<file path="src/rtl/pipelined_barrel_shifter.sv">
// pipelined_barrel_shifter: rotate / logical / arithmetic shifter, one pipeline
// stage per shift-amount bit (LSB first), single global advance enable.
module pipelined_barrel_shifter #(
    parameter int WIDTH       = 16,
    parameter int SHAMT_WIDTH = $clog2(WIDTH)
) (
    input  logic                   clk,
    input  logic                   rst,
    input  logic                   in_valid,
    output logic                   in_ready,
    input  logic [WIDTH-1:0]       a_in,
    input  logic [SHAMT_WIDTH-1:0] shamt,
    input  logic                   dir,
    input  logic [1:0]             mode,
    output logic                   out_valid,
    input  logic                   out_ready,
    output logic [WIDTH-1:0]       a_out
);
    localparam int L = SHAMT_WIDTH;

    // One fixed-distance step; s is always a power of two below WIDTH.
    // Mode 11 falls into the logical branch on purpose.
    function automatic logic [WIDTH-1:0] shift_step(input logic [WIDTH-1:0] d,
                                                    input int s,
                                                    input logic right,
                                                    input logic [1:0] md);
        logic [WIDTH-1:0]        r;
        logic signed [WIDTH-1:0] sd;
        sd = d;
        case (md)
            2'b00:   r = right ? ((d >> s) | (d << (WIDTH - s)))
                               : ((d << s) | (d >> (WIDTH - s)));
            2'b10: begin
                // kept as its own statement so the signed operand is not
                // demoted to unsigned by a mixed conditional expression
                if (right) r = sd >>> s;
                else       r = d << s;
            end
            default: r = right ? (d >> s) : (d << s);
        endcase
        return r;
    endfunction

    logic         adv;
    logic [L-1:0] vld_d, vld_q;

    assign out_valid = vld_q[L-1];
    assign adv       = !out_valid || out_ready;
    assign in_ready  = adv;

    // valid shift register: new beat (or bubble) enters stage 0, all move on adv
    always_comb begin
        vld_d = vld_q;
        if (adv) vld_d = {vld_q[L-2:0], in_valid};
    end

    // valid bits clear on reset so in-flight beats are discarded
    always_ff @(posedge clk) begin
        if (rst) vld_q <= '0;
        else     vld_q <= vld_d;
    end

    // Stage k register holds data with shifts 2^0..2^(k-1) already applied,
    // plus only the shamt bits not yet consumed; the 2^k step follows it.
    for (genvar k = 0; k < L; k++) begin : g_st
        logic [WIDTH-1:0] dat_d, dat_q, res, up_dat;
        logic [L-1-k:0]   sh_d, sh_q, up_sh;
        logic             dir_d, dir_q, up_dir;
        logic [1:0]       mode_d, mode_q, up_mode;

        if (k == 0) begin : g_src
            assign up_dat  = a_in;
            assign up_sh   = shamt;
            assign up_dir  = dir;
            assign up_mode = mode;
        end else begin : g_src
            assign up_dat  = g_st[k-1].res;
            assign up_sh   = g_st[k-1].sh_q[L-k:1];
            assign up_dir  = g_st[k-1].dir_q;
            assign up_mode = g_st[k-1].mode_q;
        end

        // stage load from upstream on adv, hold otherwise
        always_comb begin
            dat_d  = dat_q;
            sh_d   = sh_q;
            dir_d  = dir_q;
            mode_d = mode_q;
            if (adv) begin
                dat_d  = up_dat;
                sh_d   = up_sh;
                dir_d  = up_dir;
                mode_d = up_mode;
            end
        end

        // stage payload registers, zeroed on reset
        always_ff @(posedge clk) begin
            if (rst) begin
                dat_q  <= '0;
                sh_q   <= '0;
                dir_q  <= 1'b0;
                mode_q <= 2'b00;
            end else begin
                dat_q  <= dat_d;
                sh_q   <= sh_d;
                dir_q  <= dir_d;
                mode_q <= mode_d;
            end
        end

        assign res = sh_q[0] ? shift_step(dat_q, 1 << k, dir_q, mode_q) : dat_q;
    end

    // zero data shifted by anything is zero, so a_out reads 0 after reset
    assign a_out = g_st[L-1].res;

endmodule

</file>
<file path="config.mk">
export PLATFORM = sky130hd
export DESIGN_NAME = pipelined_barrel_shifter
export DESIGN_NICKNAME = d
export VERILOG_FILES = /design/src/rtl/pipelined_barrel_shifter.sv
export SDC_FILE = /design/constraint.sdc
export NUM_CORES = 1
export LEC_CHECK = 0
export ABC_AREA = 1
export ABC_CLOCK_PERIOD_IN_PS = 1800
export CAP_MARGIN = 20
export CORE_MARGIN = 10
export CORE_UTILIZATION = 40
export DETAILED_ROUTE_END_ITERATION = 8
export DONT_BUFFER_PORTS = 1
export PLACE_DENSITY = 0.59
export SETUP_SLACK_MARGIN = 0.1
export SLEW_MARGIN = 20
export SYNTH_ARGS = -nofsm -noshare
export SYNTH_HDL_FRONTEND = slang
export SYNTH_SLANG_ARGS = --single-unit
</file>
<file path="constraint.sdc">
create_clock -name clk -period 1.8 [get_ports clk]
set_input_delay 0.36 -clock clk [delete_from_list [all_inputs] [get_ports clk]]
set_output_delay 0.36 -clock clk [all_outputs]
set_load 0.01 [all_outputs]
</file>
## Yosys cells after proc, flatten, opt, wreduce, memory -nomap -nowiden

Cells that the tools add are included.

| storage, ports and cells | value |
|---|---|
| register bits | 90 |
| latch bits | 0 |
| bits in writable memories | 0 |
| bits in read-only memories | 0 |
| bits of input ports | 27 |
| output and inout port bits | 18 |
| word-level logic and storage cells | 53 |
| memories kept | 0 |

| cells by class | value |
|---|---|
| $add $sub $neg | 0 |
| multiply operators | 0 |
| divide/modulo/power cells | 0 |
| $lt $le $gt $ge | 0 |
| equal/unequal tests | 4 |
| shifts and indexed selects | 0 |
| multiplexer cells | 19 |
| bitwise gates (word level) | 7 |
| reduce and logical (&&, ||, !) cells | 6 |

Operator list:

| cell | count |
|---|---|
| 16-bit two-way mux | 15 |
| 16-bit one-hot mux with 2 select lines | 4 |
| 12-bit by 16-bit OR with 16-bit output | 1 |
| 14-bit by 16-bit OR with 16-bit output | 1 |
| 15-bit by 16-bit OR with 16-bit output | 1 |
| 16-bit by 1-bit OR with 16-bit output | 1 |
| 16-bit by 2-bit OR with 16-bit output | 1 |
| 16-bit by 4-bit OR with 16-bit output | 1 |
| 16-bit by 8-bit OR with 16-bit output | 1 |
| 2-bit == test, second input constant | 4 |
| 2-bit zero test | 4 |
| 1-bit zero test | 1 |
| 1-bit logical OR | 1 |

## Longest topological paths before layout

Gate-level depths: netlist of run 1.

| logic depth | value |
|---|---|
| depth after elaboration | 4 |
| gate-level depth with buffers | 9 |
| gate-level depth less buffers | 8 |

## Worst setup path before layout of run 1

No wires, ideal clock.

| path | value |
|---|---|
| path kind | register to output |
| from | reg vld_q[3] |
| to | out in_ready |
| data arrival time | 994 ps |
| data required time | 1440 ps |
| setup slack | 446 ps |
| cell stages (with the launch flop) | 6 |
| buffers on the path | 3 |
| cell sequence | dfxtp_1 inv_1 or2_1 buf_6 buf_6 buf_6 |

| on the way | value |
|---|---|
| word-level cells in the longest chain between the ends | 2 |

Ends and longest elaborated chain:

| element | line | source |
|---|---|---|
| from (decl) | 45 | `logic [L-1:0] vld_d, vld_q;` |
| from (signal assigned) | 60 | `else vld_q <= vld_d;` |
| 1-bit zero test | 48 | `assign adv = !out_valid \|\| out_ready;` |
| 1-bit logical OR | 48 |  |
| to (decl) | 10 | `output logic in_ready,` |

No other way between the ends.

## Worst setup path after layout of run 1

| path | value |
|---|---|
| from | reg g_st[3].mode_q[0] |
| to | out a_out[9] |

| on the way | value |
|---|---|
| word-level cells in the longest chain between the ends | 3 |
| elaborated cells between the ends (all ways) | 4 |
| classes of those cells | eq/ne: 1; mux: 2; reduce/logical: 1 |

Ends and longest elaborated chain:

| element | line | source |
|---|---|---|
| from (decl) | 69 | `logic [1:0] mode_d, mode_q, up_mode;` |
| from (signal assigned) | 108 | `mode_q <= mode_d;` |
| 2-bit == test or 2-bit zero test (tied branches) | 30 | `case (md)` |
| 16-bit one-hot mux with 2 select lines * | 30 |  |
| 16-bit two-way mux * | 112 | `assign res = sh_q[0] ? shift_step(dat_q, 1 << k, dir_q, mode_q) : dat_q;` |
| to (decl) | 17 | `output logic [WIDTH-1:0] a_out` |

Mark *: on every way between the ends. The rest lies on a longest branch, timed or not.

==> results of run 1 <==
## final cells by class
cell class / count / area share, %
multi-input cells: 429 / 46.2
flip-flops and latches: 90 / 39.1
inverters: 46 / 3.74
well taps: 136 / 3.68
repair buffers: 13 / 3.63
clock buffers: 11 / 2.84
clock inverters: 5 / 0.840
## power by group
part / switching (mW) / internal, mW / total (mW)
combinational: 0.326 / 0.184 / 0.509
sequential: 0.121 / 2.12 / 2.24
clock: 0.719 / 0.510 / 1.23
## worst max-delay path: cells and delay by family (launching register included)
kind / cells / cell delay (ns)
AOI/OAI and AO/OA: 1 / 0.20
and+or+nand+nor: 3 / 0.33
DFF: 1 / 0.35
buffers and inverters: 1 / 0.11
## worst min-delay path by stage
| stage | startpoint | end | cells after the start |
|---|---|---|---|
| after detailed placement | rst | vld_q[3] | 1 |
| after global placement | rst | vld_q[3] | 1 |
| after global routing | rst | vld_q[3] | 1 |
| final | rst | vld_q[3] | 1 |
| after CTS | rst | vld_q[3] | 1 |
| after floorplan | rst | vld_q[3] | 1 |
## state kept, by name (all words and copies together), names as in the netlist
| signal | cells |
|---|---|
| g_st.dat_q | 64 |
| g_st.dir_q | 4 |
| g_st.mode_q | 8 |
| g_st.sh_q | 10 |
| vld_q | 4 |
## per-stage QoR
step                cells  setup WS [ns]  total power [mW]  hold slack [ns]
floorplan             614          0.446              2.63            0.429
global placement      711          0.372              2.74            0.433
detailed placement    711          0.364              2.75            0.433
CTS                   728         0.0871              4.00           0.0321
global route          730         0.0157              4.19           0.0222
finish                730         0.0951              3.98           0.0446
## timing repair
item / 4_1_cts / 5_1_grt
gates resized for setup: 20 / 9
setup endpoints to repair: 14 / 16
endpoints found under the hold margin: 0 / 0
setup buffers: 0 / 2
pin swaps: 3 / 4
cloned: 1 / 0
## per-layer routing
metal  vias to the layer above  GRT usage [%]
met5                         -              0
met4                         0           5.31
met3                        13           4.10
met2                        93           22.3
met1                      1823           19.5
li1                       2036              -
## kinds of logic after synthesis
family | synth area share [%]
AND/OR/NAND/NOR | 16.5
flip-flops | 42.0
buffers and inverters | 10.9
AO/OA/AOI/OAI | 30.6
## cells in the final DEF, fill, tap and decap left out, drive strengths merged, types with 3 or more instances in the layout
| master | Yosys | routed |
|---|---|---|
| nor2 | 48 | 48 |
| clkbuf | 23 | 11 |
| nand3 | 26 | 26 |
| nand2 | 94 | 94 |
| o21ai | 135 | 135 |
| a21oi | 87 | 87 |
| inv | 46 | 47 |
| dfxtp | 90 | 90 |
| nand4 | 4 | 4 |
| buf | 26 | 12 |
| clkinv | 0 | 3 |
| a31oi | 32 | 32 |
==> flow_metrics.env, run 1 <==
export IMPL_min_period_ns=1.70
export IMPL_worst_slew_pin_slew_ns=0.615
export IMPL_cp_start_kind="flop"
export IMPL_criticalPathCategory="reg2out"
export IMPL_design_area_sq_um=4620
export IMPL_met1_length_um=5270
export IMPL_setup_viol=0
export IMPL_worst_path_max_delay_cell="dfxtp_2"
export IMPL_clockBufferDepth=2
export IMPL_die_h_um=124
export IMPL_wl_met2_um=4930
export IMPL_rrSetupSlack_ns=0.36
export IMPL_cts_root_buf="clkbuf_8"
export IMPL_dr_wl_met3_um=643
export IMPL_area_delta_synth_final_pct=7.80
export IMPL_cts_made_buffers=9
export IMPL_ys_top_cells_by_count="o21ai_0 (116), nand2_1 (94), dfxtp_1 (90), a21oi_1 (87), nor2_1 (48)"
export IMPL_wirelength_um=11000
export IMPL_slew_headroom_pct=59.0
export IMPL_clkSinkCount=90
export IMPL_post_route_drc_count=0
export IMPL_p_per_area_nw_per_um2=862
export IMPL_topRoutingLayerUsed="met4"
export IMPL_critPathLaunch="g_st[3].mode_q[0]"
export IMPL_syn_instance_count=614
export IMPL_avgSynthCellArea_sq_um=6.98
export IMPL_status="finished clean"
export IMPL_grt_pass1_wl_um=18400
export IMPL_yosysMostFrequentCell="o21ai_0"
export IMPL_synth_top_area_share_pct=42.0
export IMPL_cp_max_fo=8
export IMPL_skew_ns=0.0117
export IMPL_grt_max_degree=90
export IMPL_place_gp_congestion=0.885
export IMPL_reg2reg_depth=6
export IMPL_r2r_start="vld_q[3]"
export IMPL_drive_above_1_share_pct=8.42
export IMPL_route_antenna_remaining_nets=0
export IMPL_cts_clk_slew_worst_paths_ns=0.09
export IMPL_nFillCells=1116
export IMPL_first_global_vias=3640
export IMPL_num_antenna_cells=0
export IMPL_ys_seq_area_share_pct=42.0
export IMPL_initial_core_util_pct=41.3
export IMPL_drv_cap=0
export IMPL_ys_warnings_count=0
export IMPL_vias=3965
export IMPL_synthFlopType="dfxtp_1"
export IMPL_synthTopCellsByArea="dfxtp_1 (42%), o21ai_0 (14%), a21oi_1 (10%), nand2_1 (8.2%), a31oi_1 (4.7%)"
export IMPL_antenna_found_initial=0
export IMPL_pin_count=45
export IMPL_fmax_mhz=587
export IMPL_synth_edff_count=0
export IMPL_period_share_pct=94.7
export IMPL_grt_total_usage_pct=14.7
export IMPL_irDropWorstVdd_uv=346
export IMPL_row_count=37
export IMPL_worstPathArrival_ns=1.34
export IMPL_cts_hold_buf=0
export IMPL_holdCritPathClass="in2reg"
export IMPL_rsz0062_at_grt="yes"
export IMPL_timing_setup_tns_ns=0
export IMPL_synth_top_area_cell="dfxtp_1"
export IMPL_grt_overflow=0
export IMPL_end_kind="primary output"
export IMPL_final_util_pct=44.5
export IMPL_endpoint="a_out[9]"
export IMPL_nets=616
export IMPL_coreArea_sq_um=10400
export IMPL_drv_slew=0
export IMPL_reg2reg_to="g_st[0].dir_q"
export IMPL_leakage_nw=1.72
export IMPL_insertion_delay_ns=0.36
export IMPL_ys_async_sr_fraction_pct=0
export IMPL_synth_area_sq_um=4290
export IMPL_dr_pass1_iters=5
export IMPL_path_cells="inv_1 -> nand2_2 -> nand2_4 -> nand2_1 -> a21oi_4"
export IMPL_dp_hpwl_um=7010
export IMPL_wl_per_cell_um=15.1
export IMPL_regArea_sq_um=1810
export IMPL_die_width_um=124
export IMPL_syn_nets=641
export IMPL_portBuffers=0
export IMPL_dieArea_sq_um=15300
export IMPL_synth_distinct_cells=18
export IMPL_cts_tree="done"
export IMPL_viasPerCell=5.43
export IMPL_critPathRequiredTime_ns=1.44
export IMPL_critPathMaxStageDelay_ns=0.35
export IMPL_hold_viol_final=0
export IMPL_placed_cell_area_sq_um=4280
export IMPL_ys_ff_latch=90
export IMPL_multi_input_area_sq_um=2130
export IMPL_first_iter_violations=204
export IMPL_cts_max_level=3
Power figures use the tool's default switching activity.
==> inputs of run 2 (changes only) <==
ABC_AREA = unset   (was 1)
CAP_MARGIN = unset   (was 20)
==> flow_metrics.env, run 2 <==
export IMPL_status="finished clean"
export IMPL_skew_ns=0.00823
export IMPL_place_gp_congestion=0.853
export IMPL_period_share_pct=91.9
export IMPL_cp_start_kind="flop"
export IMPL_irDropWorstVdd_uv=489
export IMPL_first_global_vias=3563
export IMPL_timing_setup_tns_ns=0
export IMPL_die_h_um=126
export IMPL_synth_area_sq_um=4520
export IMPL_final_cell_mix="nand2_1 (138), dfxtp_1 (85), a21oi_1 (79)"
export IMPL_regArea_sq_um=1810
export IMPL_ys_ff_latch=90
export IMPL_multi_input_area_sq_um=2500
export IMPL_synthFlopType="dfxtp_1"
export IMPL_synth_top_area_cell="dfxtp_1"
export IMPL_leakage_nw=1.72
export IMPL_largest_reg_flops=64
export IMPL_viasPerCell=5.56
export IMPL_synth_top_area_share_pct=39.9
export IMPL_yosys_mux_area_fraction_pct=7.53
export IMPL_nFillCells=1093
export IMPL_nets=566
export IMPL_cts_root_buf="clkbuf_16"
export IMPL_syn_instance_count=565
export IMPL_grt_overflow=0
export IMPL_first_iter_violations=288
export IMPL_post_route_drc_count=0
export IMPL_cts_hold_buf=0
export IMPL_cts_max_level=3
export IMPL_ys_async_sr_fraction_pct=0
export IMPL_critPathRequiredTime_ns=1.44
export IMPL_top_regs="g_st.dat_q (64), g_st.sh_q (10), g_st.mode_q (8)"
export IMPL_cts_clk_slew_worst_paths_ns=0.07
export IMPL_dr_pass1_iters=5
export IMPL_ys_warnings_count=0
export IMPL_insertion_delay_ns=0.34
export IMPL_wl_per_cell_um=15.9
export IMPL_cts_made_buffers=9
export IMPL_wirelength_um=10900
export IMPL_synth_edff_count=0
export IMPL_route_antenna_remaining_nets=0
export IMPL_synth_xor_area_share_pct=0
export IMPL_clkSinkCount=90
export IMPL_grt_total_usage_pct=13.6
export IMPL_holdCritPathClass="in2reg"
export IMPL_area_delta_synth_final_pct=9.92
export IMPL_drv_slew=0
export IMPL_layout_commonest_cell="nand2_1"
export IMPL_regMostFlops="g_st.dat_q"
export IMPL_rrSetupSlack_ns=0.23
export IMPL_avgSynthCellArea_sq_um=7.99
export IMPL_criticalPathCategory="reg2out"
export IMPL_antenna_found_initial=0
export IMPL_synth_adder_area_share_pct=0
export IMPL_slew_headroom_pct=66.1
export IMPL_dp_hpwl_um=7010
export IMPL_hold_depth=1
export IMPL_pin_count=45
export IMPL_yosys_area_share_simple_pct=22.7
export IMPL_reg2reg_depth=3
export IMPL_worst_slew_pin_slew_ns=0.501
export IMPL_min_period_ns=1.65
export IMPL_p_per_area_nw_per_um2=939
export IMPL_vias=3803
export IMPL_fmax_mhz=604
export IMPL_synth_compound_area_share_pct=23.1
export IMPL_setup_viol=0
export IMPL_synth_top_family_by_area="compound AO/OA/AOI/OAI gates"
export IMPL_timing_hold_ws_ns=0.0940
export IMPL_cp_max_fo=7
export IMPL_grt_max_degree=97
export IMPL_drive_above_1_share_pct=11.0
export IMPL_dieArea_sq_um=15900
export IMPL_syn_nets=592
export IMPL_row_count=38
export IMPL_synthTopCellsByArea="dfxtp_1 (40%), nand2_1 (11%), a21oi_1 (9.5%), mux2i_1 (7.5%), a211o_1 (6.6%)"
export IMPL_num_antenna_cells=0
export IMPL_coreArea_sq_um=10900
export IMPL_cts_tree="done"
export IMPL_hold_viol_final=0
export IMPL_portBuffers=0
export IMPL_yosysMostFrequentCell="nand2_1"
export IMPL_drv_cap=0
export IMPL_ys_seq_area_share_pct=39.9
export IMPL_end_kind="primary output"
export IMPL_worstPathArrival_ns=1.29
export IMPL_grt_pass1_wl_um=18500
export IMPL_initial_core_util_pct=41.3
export IMPL_clockBufferDepth=2
export IMPL_die_width_um=126
export IMPL_ys_top_cells_by_count="nand2_1 (138), dfxtp_1 (90), a21oi_1 (86), nor2_1 (52)"
export IMPL_rsz0062_at_grt="yes"
export IMPL_synth_distinct_cells=36
==> run 2: through the flow <==
step	instance area, sq um	instances	worst slack, ns	util (%)	power, mW
after floorplan	4520	565	0.355	-	2.61
after global placement	4540	667	0.261	41.5	2.67
after detailed placement	4540	667	0.239	41.5	2.69
after CTS	4890	683	0.0578	44.7	4.71
after global routing	4960	684	0.0774	45.4	4.87
final	4960	684	0.145	45.4	4.66
==> run 2: report_power, final <==
| group | internal [mW] | switching (mW) |
|---|---|---|
| clock network | 1.22 | 0.785 |
| registers | 2.10 | 0.126 |
| logic | 0.219 | 0.210 |
| total | 3.54 | 1.12 |
==> run 2: what timing repair did <==
action                                  CTS  global route
resized for setup                         6            17
endpoints found under the setup margin   16            16
pin swaps                                 0             5
gates cloned                              0             0
buffers inserted                          0             1
==> run 2: final timing paths <==
check / end / start
setup reg to reg: g_st[3].dat_q[15] / g_st[2].mode_q[0]
setup / recovery: a_out[11] / g_st[3].sh_q
hold reg to reg: vld_q[2] / vld_q[2]
hold / removal: g_st[0].dat_q[9] / rst
==> run 2: area by class of cell <==
class	instances	share of cell area, %
clock buffers	10	4.61
clock inverters	6	1.81
inverters	3	0.227
multi-input cells	419	50.4
flip-flops and latches	90	36.5
well taps	140	3.53
repair buffers	16	3.00
==> run 2: cells by family (layout without fill, tap and decap cells) <==
family / Yosys count / in the layout
AND/OR/NAND/NOR: 225 / 225
AO/OA/AOI/OAI: 160 / 160
flip-flops: 90 / 90
buffers and inverters: 56 / 35
multiplexers: 34 / 34
==> run 2: metal layers <==
metal	global-route usage, %	routed length, um	up-vias
met3	2.77	382	7
met2	21.2	5110	65
met1	18.3	5260	1807
li1	-	-	1924
met5	0	0	-
met4	4.42	103	0
==> run 2: worst max-delay path: stages, from the launching register on <==
cell and delay, ns:
dfxtp_1 0.37, inv_2 0.07, a41oi_4 0.37, a21oi_2 0.14
